File: config.mk
export PLATFORM = sky130hd
export DESIGN_NAME = arbiter_wb
export DESIGN_NICKNAME = d
export VERILOG_FILES = /design/src/rtl/wb_pkg.sv /design/src/rtl/arbiter_wb_rr_pick.sv /design/src/rtl/arbiter_wb.sv
export SDC_FILE = /design/constraint.sdc
export NUM_CORES = 1
export LEC_CHECK = 0
export ABC_AREA = 0
export CORE_AREA = 2 2 110 112
export CTS_CLUSTER_SIZE = 14
export DETAILED_ROUTE_END_ITERATION = 7
export DIE_AREA = 0 0 112 114
export DONT_BUFFER_PORTS = 1
export SKIP_LAST_GASP = 1
export SYNTH_ARGS = -nofsm -noshare
export SYNTH_HDL_FRONTEND = slang
export SYNTH_SLANG_ARGS = --single-unit
File: constraint.sdc
create_clock -name wb_clk_i -period 4.39 [get_ports wb_clk_i]
set_clock_uncertainty 0.1 [all_clocks]
set_input_delay 0.878 -clock wb_clk_i [delete_from_list [all_inputs] [get_ports wb_clk_i]]
set_output_delay 0.878 -clock wb_clk_i [all_outputs]
set_load 0.1 [all_outputs]
File: src/rtl/wb_pkg.sv
// -----------------------------------------------------------------------------
// wb_pkg
// Shared Wishbone definitions for the arbiter slice:
//   - default address/data widths of the classic Wishbone bus
//   - arbiter state encoding (IDLE / BUSY)
//   - width helpers for byte selects, index fields and the watchdog counter
// No ports (package).
// -----------------------------------------------------------------------------
package wb_pkg;

  localparam int WB_AW = 32;
  localparam int WB_DW = 32;

  typedef enum logic [0:0] {
    ST_IDLE = 1'b0,
    ST_BUSY = 1'b1
  } arb_state_e;

  // Byte-select lanes for a data bus of dw bits.
  function automatic int sel_width(input int dw);
    return dw / 8;
  endfunction

  // Bits needed to index n items; never less than one bit.
  function automatic int idx_width(input int n);
    return (n > 1) ? $clog2(n) : 1;
  endfunction

  // Watchdog counter width: holds values up to timeout without wrapping.
  function automatic int cnt_width(input int timeout);
    return (timeout > 0) ? $clog2(timeout + 1) : 1;
  endfunction

endpackage

File: src/rtl/arbiter_wb_rr_pick.sv
// -----------------------------------------------------------------------------
// rr_pick
// Combinational round-robin priority selector. Searches the request vector
// upward starting one past the last-served index, wrapping modulo NM, and
// returns the first requester found.
// Ports:
//   i_req  [NM-1:0]  request vector
//   i_last [GW-1:0]  index of the master served most recently
//   o_idx  [GW-1:0]  chosen index (0 when nothing requests)
//   o_vld            at least one request is present
// -----------------------------------------------------------------------------
module rr_pick #(
  parameter int NM = 2,
  parameter int GW = 1
) (
  input  logic [NM-1:0] i_req,
  input  logic [GW-1:0] i_last,
  output logic [GW-1:0] o_idx,
  output logic          o_vld
);

  logic [GW-1:0] w_cand;
  logic [GW-1:0] w_idx;

  // Index that lies off positions above base, wrapped into 0..NM-1.
  function automatic logic [GW-1:0] wrap_add(input logic [GW-1:0] base, input int off);
    int s;
    s = (int'(base) + off) % NM;
    return GW'(s);
  endfunction

  // Walk from the farthest candidate down to the nearest so the nearest
  // requester after i_last overwrites all others and ends up selected.
  always_comb begin
    w_cand = '0;
    w_idx  = '0;
    for (int i = NM; i >= 1; i--) begin
      w_cand = wrap_add(i_last, i);
      w_idx  = i_req[w_cand] ? w_cand : w_idx;
    end
  end

  assign o_idx = w_idx;
  assign o_vld = |i_req;

endmodule

File: src/rtl/arbiter_wb.sv
// -----------------------------------------------------------------------------
// arbiter_wb
// N-to-1 classic Wishbone arbiter. Masters are granted round-robin; a grant
// lasts for the whole CYC of the granted master. The slave side is a
// combinational mux of the granted master, gated off while idle. A watchdog
// raises a one-cycle error pulse to the granted master when the slave leaves
// a strobe unacknowledged for TIMEOUT cycles (TIMEOUT=0 disables it).
// Ports:
//   wb_clk_i, wb_rst_i         clock, synchronous active-high reset
//   wbm_cyc/stb/we/sel/adr/dat_i  packed per-master request bundles (master k at slice k)
//   wbm_dat_o                  slave read data, broadcast to all masters
//   wbm_ack_o, wbm_err_o       per-master acknowledge / timeout error
//   wbs_cyc/stb/we/sel/adr/dat_o  slave request bundle
//   wbs_dat_i, wbs_ack_i       slave read data / acknowledge
// -----------------------------------------------------------------------------
module arbiter_wb
  import wb_pkg::*;
#(
  parameter int NM      = 2,
  parameter int AW      = WB_AW,
  parameter int DW      = WB_DW,
  parameter int TIMEOUT = 255
) (
  input  logic                    wb_clk_i,
  input  logic                    wb_rst_i,
  input  logic [NM-1:0]           wbm_cyc_i,
  input  logic [NM-1:0]           wbm_stb_i,
  input  logic [NM-1:0]           wbm_we_i,
  input  logic [NM*(DW/8)-1:0]    wbm_sel_i,
  input  logic [NM*AW-1:0]        wbm_adr_i,
  input  logic [NM*DW-1:0]        wbm_dat_i,
  output logic [DW-1:0]           wbm_dat_o,
  output logic [NM-1:0]           wbm_ack_o,
  output logic [NM-1:0]           wbm_err_o,
  output logic                    wbs_cyc_o,
  output logic                    wbs_stb_o,
  output logic                    wbs_we_o,
  output logic [DW/8-1:0]         wbs_sel_o,
  output logic [AW-1:0]           wbs_adr_o,
  output logic [DW-1:0]           wbs_dat_o,
  input  logic [DW-1:0]           wbs_dat_i,
  input  logic                    wbs_ack_i
);

  localparam int SW = sel_width(DW);
  localparam int GW = idx_width(NM);
  localparam int TW = cnt_width(TIMEOUT);

  localparam bit            WD_EN    = (TIMEOUT > 0);
  localparam int            TLAST_I  = (TIMEOUT > 0) ? TIMEOUT - 1 : 0;
  localparam logic [TW-1:0] TLAST    = TW'(TLAST_I);
  localparam logic [GW-1:0] LAST_RST = GW'(NM - 1);

  // Registers
  arb_state_e    r_state;
  logic [GW-1:0] r_gnt;
  logic [GW-1:0] r_last;
  logic [TW-1:0] r_tcnt;

  // Per-master views of the packed request buses
  logic [SW-1:0] w_sel_m [NM];
  logic [AW-1:0] w_adr_m [NM];
  logic [DW-1:0] w_dat_m [NM];

  // Signals of the currently granted master
  logic          w_cyc_g;
  logic          w_stb_g;
  logic          w_we_g;
  logic [SW-1:0] w_sel_g;
  logic [AW-1:0] w_adr_g;
  logic [DW-1:0] w_dat_g;

  logic [GW-1:0] w_pick;
  logic          w_pick_vld;
  logic          w_timeout;

  for (genvar k = 0; k < NM; k++) begin : g_unpack
    assign w_sel_m[k] = wbm_sel_i[k*SW +: SW];
    assign w_adr_m[k] = wbm_adr_i[k*AW +: AW];
    assign w_dat_m[k] = wbm_dat_i[k*DW +: DW];
  end

  rr_pick #(
    .NM (NM),
    .GW (GW)
  ) u_rr_pick (
    .i_req  (wbm_cyc_i),
    .i_last (r_last),
    .o_idx  (w_pick),
    .o_vld  (w_pick_vld)
  );

  // Select the granted master's request signals.
  always_comb begin
    w_cyc_g = wbm_cyc_i[r_gnt];
    w_stb_g = wbm_stb_i[r_gnt];
    w_we_g  = wbm_we_i[r_gnt];
    w_sel_g = w_sel_m[r_gnt];
    w_adr_g = w_adr_m[r_gnt];
    w_dat_g = w_dat_m[r_gnt];
  end

  // Drive the slave port from the granted master while busy; quiet when idle.
  // STB is qualified with CYC so a dropping master never presents a strobe.
  always_comb begin
    if (r_state == ST_BUSY) begin
      wbs_cyc_o = w_cyc_g;
      wbs_stb_o = w_cyc_g & w_stb_g;
      wbs_we_o  = w_we_g;
      wbs_sel_o = w_sel_g;
      wbs_adr_o = w_adr_g;
      wbs_dat_o = w_dat_g;
    end else begin
      wbs_cyc_o = 1'b0;
      wbs_stb_o = 1'b0;
      wbs_we_o  = 1'b0;
      wbs_sel_o = '0;
      wbs_adr_o = '0;
      wbs_dat_o = '0;
    end
  end

  // Watchdog fires on the last allowed stalled cycle; a same-cycle ack wins.
  assign w_timeout = WD_EN && wbs_stb_o && !wbs_ack_i && (r_tcnt == TLAST);

  // Route ack and error only to the granted master; wbs_stb_o is already 0
  // when idle, so stray acks are dropped.
  always_comb begin
    wbm_ack_o        = '0;
    wbm_err_o        = '0;
    wbm_ack_o[r_gnt] = wbs_ack_i & wbs_stb_o;
    wbm_err_o[r_gnt] = w_timeout;
  end

  assign wbm_dat_o = wbs_dat_i;

  // Arbitration FSM with grant, last-served pointer and watchdog counter.
  always_ff @(posedge wb_clk_i) begin
    if (wb_rst_i) begin
      r_state <= ST_IDLE;
      r_gnt   <= '0;
      r_last  <= LAST_RST;
      r_tcnt  <= '0;
    end else begin
      case (r_state)
        ST_IDLE: begin
          r_tcnt <= '0;
          if (w_pick_vld) begin
            r_gnt   <= w_pick;
            r_state <= ST_BUSY;
          end else begin
            r_state <= ST_IDLE;
          end
        end
        ST_BUSY: begin
          if (!w_cyc_g) begin
            // Release; the next grant is decided from IDLE one cycle later.
            r_state <= ST_IDLE;
            r_last  <= r_gnt;
            r_tcnt  <= '0;
          end else if (!WD_EN || !wbs_stb_o || wbs_ack_i || w_timeout) begin
            r_tcnt <= '0;
          end else begin
            r_tcnt <= r_tcnt + TW'(1);
          end
        end
        default: begin
          r_state <= ST_IDLE;
          r_tcnt  <= '0;
        end
      endcase
    end
  end

endmodule
==> results.sh, run 1 <==
export IMPL_wl_um=6930
export IMPL_synthXorXnorAreaFrac_pct=1.44
export IMPL_rsz0062_at_grt="false"
export IMPL_status="finished, final reports clean"
export IMPL_netlist_area_leader_share_pct=37.9
export IMPL_syn_to_final_growth_pct=40.5
export IMPL_n_antenna_cell=0
export IMPL_cts_tree="done"
export IMPL_numPortBuffers=0
export IMPL_synth_area_leader_cell="mux2i_1"
export IMPL_synthCells=252
export IMPL_power_density_nw_per_um2=322
export IMPL_antenna_found_initial=0
export IMPL_place_ws_ps=1290
export IMPL_cts_resized=0
export IMPL_cp_required_ps=3410
export IMPL_hpwlAfterDp_um=6030
export IMPL_worstSetupStartpointType="flop"
export IMPL_timing_fmax_ghz=0.300
export IMPL_busiest_layer="met2"
export IMPL_syn_nets=431
export IMPL_min_period_over_period_pct=75.9
export IMPL_die_w_um=112
export IMPL_worstPathArrival_ps=2350
export IMPL_cts_setup_buffers=0
export IMPL_grt_usage_pct=9.33
export IMPL_ir_drop_v=0.000106
export IMPL_detail_route_antenna_nets=0
export IMPL_fp_dieH_um=114
export IMPL_maxSlewViolCount=0
export IMPL_clkLatencyLatePin_ps=240
export IMPL_met3_usage_pct=1.54
export IMPL_cts_htree_levels=1
export IMPL_first_pass_iters=4
export IMPL_cap_violations=0
export IMPL_gp_congestion=0.872
export IMPL_cts_made_buffers=3
export IMPL_drive_above_1_share_pct=54.9
export IMPL_p_total_w=0.000827
export IMPL_grt_pass1_vias=1747
export IMPL_ys_ff_latch=11
export IMPL_crit_type="reg -> out"
export IMPL_core_sq_um=11700
export IMPL_ys_types=30
export IMPL_hold_viol_final=0
export IMPL_relSlewSlack_pct=35.0
export IMPL_design_area_sq_um=2560
export IMPL_clock_sinks=11
export IMPL_synth_fa_ha_area_share_pct=1.37
export IMPL_drcViolationCount=0
export IMPL_critPathMaxFanout=37
export IMPL_syn_area_sq_um=1820
export IMPL_synth_area_leaders="mux2i_1, nor2_1, buf_4"
export IMPL_tightest_slew_ps=978
export IMPL_min_path_type="reg -> reg"
export IMPL_hold_buffers=0
export IMPL_yosys_warnings=0
export IMPL_wl_per_cell_um=16.1
export IMPL_clk_pin_slew_ps=40
export IMPL_synth_compound_area_share_pct=5.08
export IMPL_io_pins=284
export IMPL_root_buffer="clkbuf_16"
export IMPL_rows=40
export IMPL_place_area_sq_um=2480
export IMPL_yosysSeqAreaShare_pct=12.1
export IMPL_vias=1854
export IMPL_use_met1_pct=9.59
export IMPL_finalSetupViolations=0
export IMPL_grtUsageMet2_pct=17.7
export IMPL_leakage_nw=0.961
export IMPL_clockBufferDepth=2
export IMPL_avgSynthCellArea_sq_um=7.24
export IMPL_first_iter_violations=101
export IMPL_post_route_util_pct=21.9
export IMPL_die_area_sq_um=12800
export IMPL_fin_crit_ps=3330
export IMPL_gr_total_overflow=0
export IMPL_fin_nets=464
export IMPL_grt_pass1_wl_um=9210
export IMPL_grt_max_degree=51
export IMPL_finalWorstSetupSlack_ps=1060
export IMPL_synth_mux_area_fraction_pct=37.9
export IMPL_viasPerCell=4.30
export IMPL_cp_end_kind="primary output"
export IMPL_synth_top_family_by_area="multiplexers"
export IMPL_yosys_area_share_simple_pct=23.0
export IMPL_start_util_pct=15.6
## layout make-up
type / instances / area, sq um
Clock buffer: 4 / 78.8
Fill cell: 1288 / 9150
Inverter: 5 / 20.0
Multi-Input combinational cell: 187 / 1440
Sequential cell: 11 / 224
Tap cell: 147 / 184
Timing Repair Buffer: 77 / 613
## logic make-up (layout without fill, tap and decap cells)
kind of cell	Yosys count	in the layout
multiplexers	69	69
buffers and inverters	54	86
XOR/XNOR	3	3
AO/OA/AOI/OAI	15	15
adder cells (fa/ha/maj)	2	2
flip-flops	11	11
AND/OR/NAND/NOR	98	98
## metrics by stage
step                      TNS (ps)  std cells  hold WS [ps]
after floorplan              -1470        252           351
after global placement           0        427           376
after detailed placement         0        427           392
after CTS                        0        431           398
after global routing             0        431           420
final                            0        431           389
## worst max-delay path, cell delays in order (launching register included)
cell	delay [ps]
dfxtp_1	400
clkinv_2	560
buf_4	550
nor2_2	240
buf_4	320
## placed cells by master (no fill, tap or decap), drive strengths merged
cell type	n
and4b	1
o21bai	1
nand4	1
nand2b	1
ha	2
nor4	2
xor2	2
or2	1
a221oi	1
or3	3
xnor2	1
buf	75
clkbuf	6
mux2i	69
a41oi	1
nor2b	1
a211oi	3
o21ai	6
inv	4
and3	2
nor3	5
a21oi	3
dfxtp	11
nor2	71
clkinv	1
nand3	5
nand2	5
## where the power goes
group / internal, W / switching (W)
Clock: 0.000122 / 0.0000418
Sequential: 0.000103 / 0.0000159
Combinational: 0.000117 / 0.000428
## flip-flops by register name, summed over array words and instances (netlist names)
register,cells
r_last,1
r_state,1
r_gnt,1
r_tcnt,8
## path summary, 6_finish.rpt
check | startpoint | to | slack [ps] | cells past startpoint
worst max-delay path | r_state | wbs_adr_o[31] | 1060 | 4
worst min-delay path | r_tcnt[0] | r_tcnt[0] | 390 | 1
worst max register to register | r_state | r_state | 2200 | 4
worst min register to register | r_tcnt[0] | r_tcnt[0] | 390 | 1
## cells in the mapped netlist
cell type	n
a211oi_1	3
a21oi_1	3
a221oi_1	1
a41oi_1	1
and3_1	2
and4b_1	1
buf_2	6
buf_4	35
buf_6	1
clkbuf_1	7
dfxtp_1	11
ha_1	2
inv_1	4
inv_2	1
mux2i_1	69
nand2_1	5
nand2b_1	1
nand3_1	5
nand4_2	1
nor2_1	71
nor2b_1	1
nor3_1	5
nor4_1	2
o21ai_0	5
o21ai_1	1
o21bai_1	1
or2_2	1
or3_1	3
xnor2_1	1
xor2_1	2
## metal layers
metal | routed length (um) | share of wire [%]
met3 | 607 | 8.8
met2 | 3730 | 54
met4 | 279 | 4.0
met1 | 2320 | 33
met5 | 0 | 0
Note: power is estimated with default switching activity, not from simulation.
==> run 2: changes to the inputs <==
==> constraint.sdc (replaced) <==
create_clock -name wb_clk_i -period 2.95 [get_ports wb_clk_i]
set_clock_uncertainty 0.1 [all_clocks]
set_input_delay 0.59 -clock wb_clk_i [delete_from_list [all_inputs] [get_ports wb_clk_i]]
set_output_delay 0.59 -clock wb_clk_i [all_outputs]
set_load 0.1 [all_outputs]
==> results.sh, run 2 (same netlist as run 1, synthesis figures left out) <==
export IMPL_status="finished, final reports clean"
export IMPL_crit_family="buffers and inverters"
export IMPL_crit_chain="buf_4 -> mux2i_1 -> nor2_2 -> buf_4"
export IMPL_io_pins=284
export IMPL_cp_num_buf_inv=2
export IMPL_vias=1899
export IMPL_root_buffer="clkbuf_16"
export IMPL_power_density_nw_per_um2=478
export IMPL_largest_reg_flops=8
export IMPL_hold_viol_final=0
export IMPL_core_sq_um=11700
export IMPL_hpwlAfterDp_um=6580
export IMPL_multi_input_area_sq_um=1460
export IMPL_mostFrequentLayoutCells="buf_4, mux2i_1, nor2_2, dfxtp_1"
export IMPL_cts_setup_buffers=0
export IMPL_grt_pass1_vias=1842
export IMPL_seqCellArea_sq_um=224
export IMPL_post_route_util_pct=22.3
export IMPL_fin_nets=467
export IMPL_gp_congestion=0.832
export IMPL_numPortBuffers=0
export IMPL_clkLatencyLatePin_ps=240
export IMPL_min_period_over_period_pct=91.0
export IMPL_relSlewSlack_pct=62.1
export IMPL_place_ws_ps=508
export IMPL_die_w_um=112
export IMPL_swShare_pct=58.7
export IMPL_hold_buffers=0
export IMPL_cts_tree="done"
export IMPL_comb_power_share_pct=66.6
export IMPL_clk_pin_slew_ps=40
export IMPL_min_path_type="in -> reg"
export IMPL_cp_required_ps=2260
export IMPL_grt_usage_pct=10.8
export IMPL_maxSlewViolCount=0
export IMPL_cap_violations=0
export IMPL_switchingPower_w=0.000732
export IMPL_worstSetupStartpointType="flop"
export IMPL_top_layer_used="met4"
export IMPL_met1Wirelength_um=2710
export IMPL_route_met2_wl_um=4390
export IMPL_grt_max_degree=40
export IMPL_detail_route_antenna_nets=0
export IMPL_gr_total_overflow=0
export IMPL_finalWorstSetupSlack_ps=266
export IMPL_cts_resized=0
export IMPL_crit_top_cell="buf_4"
export IMPL_crit_type="reg -> out"
export IMPL_tightest_slew_ps=569
export IMPL_critPathMaxFanout=34
export IMPL_fill_cells=1300
export IMPL_start_util_pct=15.6
export IMPL_intPower_w=0.000515
export IMPL_n_antenna_cell=0
export IMPL_finalSetupViolations=0
export IMPL_antenna_found_initial=0
export IMPL_wl_met3_um=475
export IMPL_cts_made_buffers=3
export IMPL_first_pass_iters=4
export IMPL_timing_fmax_ghz=0.373
export IMPL_syn_to_final_growth_pct=42.9
export IMPL_first_iter_violations=39
export IMPL_viasPerCell=4.38
export IMPL_regMostFlops="r_tcnt"
export IMPL_grt_pass1_wl_um=10500
export IMPL_drcViolationCount=0
export IMPL_rows=40
export IMPL_drive_above_1_share_pct=55.7
export IMPL_slowest_stage="dfxtp_4"
export IMPL_fp_dieH_um=114
export IMPL_ir_drop_v=0.000227
export IMPL_clock_sinks=11
export IMPL_clockBufferDepth=2
export IMPL_worst_hold_slack_ps=308
export IMPL_final_common_cell="buf_4"
export IMPL_rsz0062_at_grt="false"
export IMPL_leakage_nw=0.984
export IMPL_pwr_share_seq_pct=13.2
export IMPL_wl_um=7730
export IMPL_cts_htree_levels=1
export IMPL_slowest_delay_ps=530
export IMPL_worstPathArrival_ps=1990
export IMPL_cp_end_kind="primary output"
export IMPL_die_area_sq_um=12800
export IMPL_wl_per_cell_um=17.8
export IMPL_clockPowerShare_pct=20.2
export IMPL_fin_crit_ps=2680
-- run 2: cell types whose count changed in the layout (fill, tap and decap cells not counted), sizes merged --
cell and delta:
buf +5, clkbuf -2
-- run 2: final timing paths --
kind	depth (start not counted)	slack, ps	start	to
setup / recovery	4	270	r_gnt	wbs_dat_o[20]
hold / removal	1	310	wb_rst_i	r_gnt
setup reg to reg	3	1200	r_gnt	r_state
hold reg to reg	1	390	r_tcnt[0]	r_tcnt[0]
-- run 2: through the flow --
step	power (W)	std cells	setup TNS, ps	area [sq um]
after global placement	0.000992	430	0	2530
after floorplan	0.00102	252	-891	1840
after global routing	0.00129	434	0	2610
after CTS	0.00126	434	0	2610
after detailed placement	0.00100	430	0	2530
final	0.00125	434	0	2610
-- run 2: power groups by stage --
stage          sequential (W)  combinational, W  clock, W
2_1_floorplan        0.000158          0.000866         0
3_3_place_gp         0.000167          0.000825         0
3_5_place_dp         0.000168          0.000835         0
4_1_cts              0.000165          0.000836  0.000258
6_report             0.000165          0.000831  0.000252
5_1_grt              0.000166          0.000855  0.000267
-- run 2: layout make-up --
class | count | area share (%)
inverters | 5 | 0.768
well taps | 147 | 7.05
repair buffers | 80 | 24.5
multi-input cells | 187 | 56.1
flip-flops and latches | 11 | 8.59
clock buffers | 4 | 3.02
-- run 2: per-layer routing --
metal	GRT usage, %	vias to the layer above
met1	11.4	868
met4	3.50	0
li1	-	894
met2	21.3	118
met5	0	-
met3	2.02	19
==> run 3: changes to the inputs <==
--- a/config.mk
+++ b/config.mk
@@ -11,6 +11,7 @@
 export DETAILED_ROUTE_END_ITERATION = 7
 export DIE_AREA = 0 0 112 114
 export DONT_BUFFER_PORTS = 1
+export REMOVE_ABC_BUFFERS = 1
 export SKIP_LAST_GASP = 1
 export SYNTH_ARGS = -nofsm -noshare
 export SYNTH_HDL_FRONTEND = slang
==> constraint.sdc (replaced) <==
create_clock -name wb_clk_i -period 3.4 [get_ports wb_clk_i]
set_clock_uncertainty 0.1 [all_clocks]
set_input_delay 0.68 -clock wb_clk_i [delete_from_list [all_inputs] [get_ports wb_clk_i]]
set_output_delay 0.68 -clock wb_clk_i [all_outputs]
set_load 0.1 [all_outputs]
==> results.sh, run 3 (same netlist as run 1, synthesis figures left out) <==
export IMPL_status="finished, final reports clean"
export IMPL_io_pins=284
export IMPL_clkLatencyLatePin_ps=240
export IMPL_gp_congestion=0.853
export IMPL_viasPerCell=4.49
export IMPL_cts_made_buffers=3
export IMPL_dp_cells=429
export IMPL_largest_reg_flops=8
export IMPL_p_total_w=0.00109
export IMPL_crit_type="reg -> out"
export IMPL_syn_to_final_growth_pct=42.9
export IMPL_cap_violations=0
export IMPL_clk_pin_slew_ps=40
export IMPL_numPortBuffers=0
export IMPL_worstSetupStartpointType="flop"
export IMPL_die_area_sq_um=12800
export IMPL_worstPathArrival_ps=1990
export IMPL_grt_pass1_vias=1845
export IMPL_grt_max_degree=50
export IMPL_slowest_delay_ps=660
export IMPL_min_period_over_period_pct=81.4
export IMPL_root_buffer="clkbuf_16"
export IMPL_crit_family="flip-flops"
export IMPL_wl_um=9410
export IMPL_detail_route_antenna_nets=0
export IMPL_fin_crit_ps=2770
export IMPL_relSlewSlack_pct=65.8
export IMPL_cp_end_kind="primary output"
export IMPL_first_iter_violations=83
export IMPL_hpwlAfterDp_um=8270
export IMPL_cts_setup_buffers=0
export IMPL_fp_dieH_um=114
export IMPL_cp_num_buf_inv=3
export IMPL_grt_pass1_wl_um=12200
export IMPL_worst_hold_slack_ps=394
export IMPL_drcViolationCount=0
export IMPL_cts_htree_levels=1
export IMPL_mostFrequentLayoutCells="buf_4, mux2i_1, nor2_2, dfxtp_1"
export IMPL_hold_buffers=0
export IMPL_instances_no_fill=433
export IMPL_critPathMaxFanout=31
export IMPL_antenna_found_initial=0
export IMPL_cts_resized=0
export IMPL_hold_viol_final=0
export IMPL_rows=40
export IMPL_core_sq_um=11700
export IMPL_clockBufferDepth=2
export IMPL_first_pass_iters=6
export IMPL_leakage_nw=0.981
export IMPL_drive_above_1_share_pct=55.6
export IMPL_cp_required_ps=2620
export IMPL_ir_drop_v=0.000216
export IMPL_min_path_type="in -> reg"
export IMPL_power_density_nw_per_um2=418
export IMPL_gr_total_overflow=0
export IMPL_slowest_stage="dfxtp_4"
export IMPL_die_w_um=112
export IMPL_start_util_pct=15.6
export IMPL_fin_nets=466
export IMPL_grt_usage_pct=13.3
export IMPL_finalSetupViolations=0
export IMPL_rsz0062_at_grt="false"
export IMPL_regMostFlops="r_tcnt"
export IMPL_cts_tree="done"
export IMPL_maxSlewViolCount=0
export IMPL_n_antenna_cell=0
export IMPL_wl_per_cell_um=21.7
export IMPL_tightest_slew_ps=509
export IMPL_final_common_cell="buf_4"
export IMPL_crit_chain="and4b_1 -> a41oi_1 -> buf_4 -> inv_1 -> and3_1 -> buf_12"
export IMPL_timing_fmax_ghz=0.361
export IMPL_vias=1944
export IMPL_clock_sinks=11
-- run 3: cell count changes in the layout (fill, tap and decap cells not counted), sizes merged --
| cell | previous run | this run |
|---|---|---|
| inv | 4 | 5 |
| buf | 80 | 77 |
| clkbuf | 4 | 5 |
-- run 3: path summary, 6_finish.rpt --
path,startpoint,end,slack [ps],cells after the start
worst min register to register,r_tcnt[0],r_tcnt[0],400,1
worst min-delay path,wb_rst_i,r_gnt,390,1
worst max register to register,r_gnt,r_tcnt[5],1780,4
worst max-delay path,r_gnt,wbm_ack_o[1],630,6
-- run 3: worst register-to-register path, stage by stage, from the launching register on --
cell	delay [ps]
dfxtp_4	660
and4b_1	280
a41oi_1	160
buf_4	210
a211oi_1	70
-- run 3: power breakdown --
group / switching (W) / internal (W)
logic: 0.000570 / 0.000154
clock network: 0.0000613 / 0.000156
registers: 0.0000150 / 0.000133
-- run 3: area by class of cell --
cell class / count / area (sq um)
tap: 147 / 184
fill: 1326 / 9100
sequential: 11 / 224
inverter: 5 / 21.3
multi-input combinational: 187 / 1440
timing repair buffer: 79 / 653
clock buffer: 3 / 75.1
clock inverter: 1 / 5.00
-- run 3: layer usage --
layer  vias up  share of wire [%]  routed length, um  global-route usage [%]
met1       857                 42               3970                    17.3
met5         -               0.70                 66                    4.71
met2       180                 39               3650                    16.6
met3        14                 17               1620                    10.6
li1        891                  -                  -                       -
met4         2                1.1                106                    2.36
-- run 3: through the flow --
step                      area, sq um  utilization, %  setup WS (ps)  setup TNS, ps
after floorplan                  1490               -          -4110        -126250
after global placement           2530            21.6            929              0
after detailed placement         2530            21.6            882              0
after CTS                        2610            22.3            622              0
after global routing             2610            22.3            503              0
final                            2610            22.3            631              0
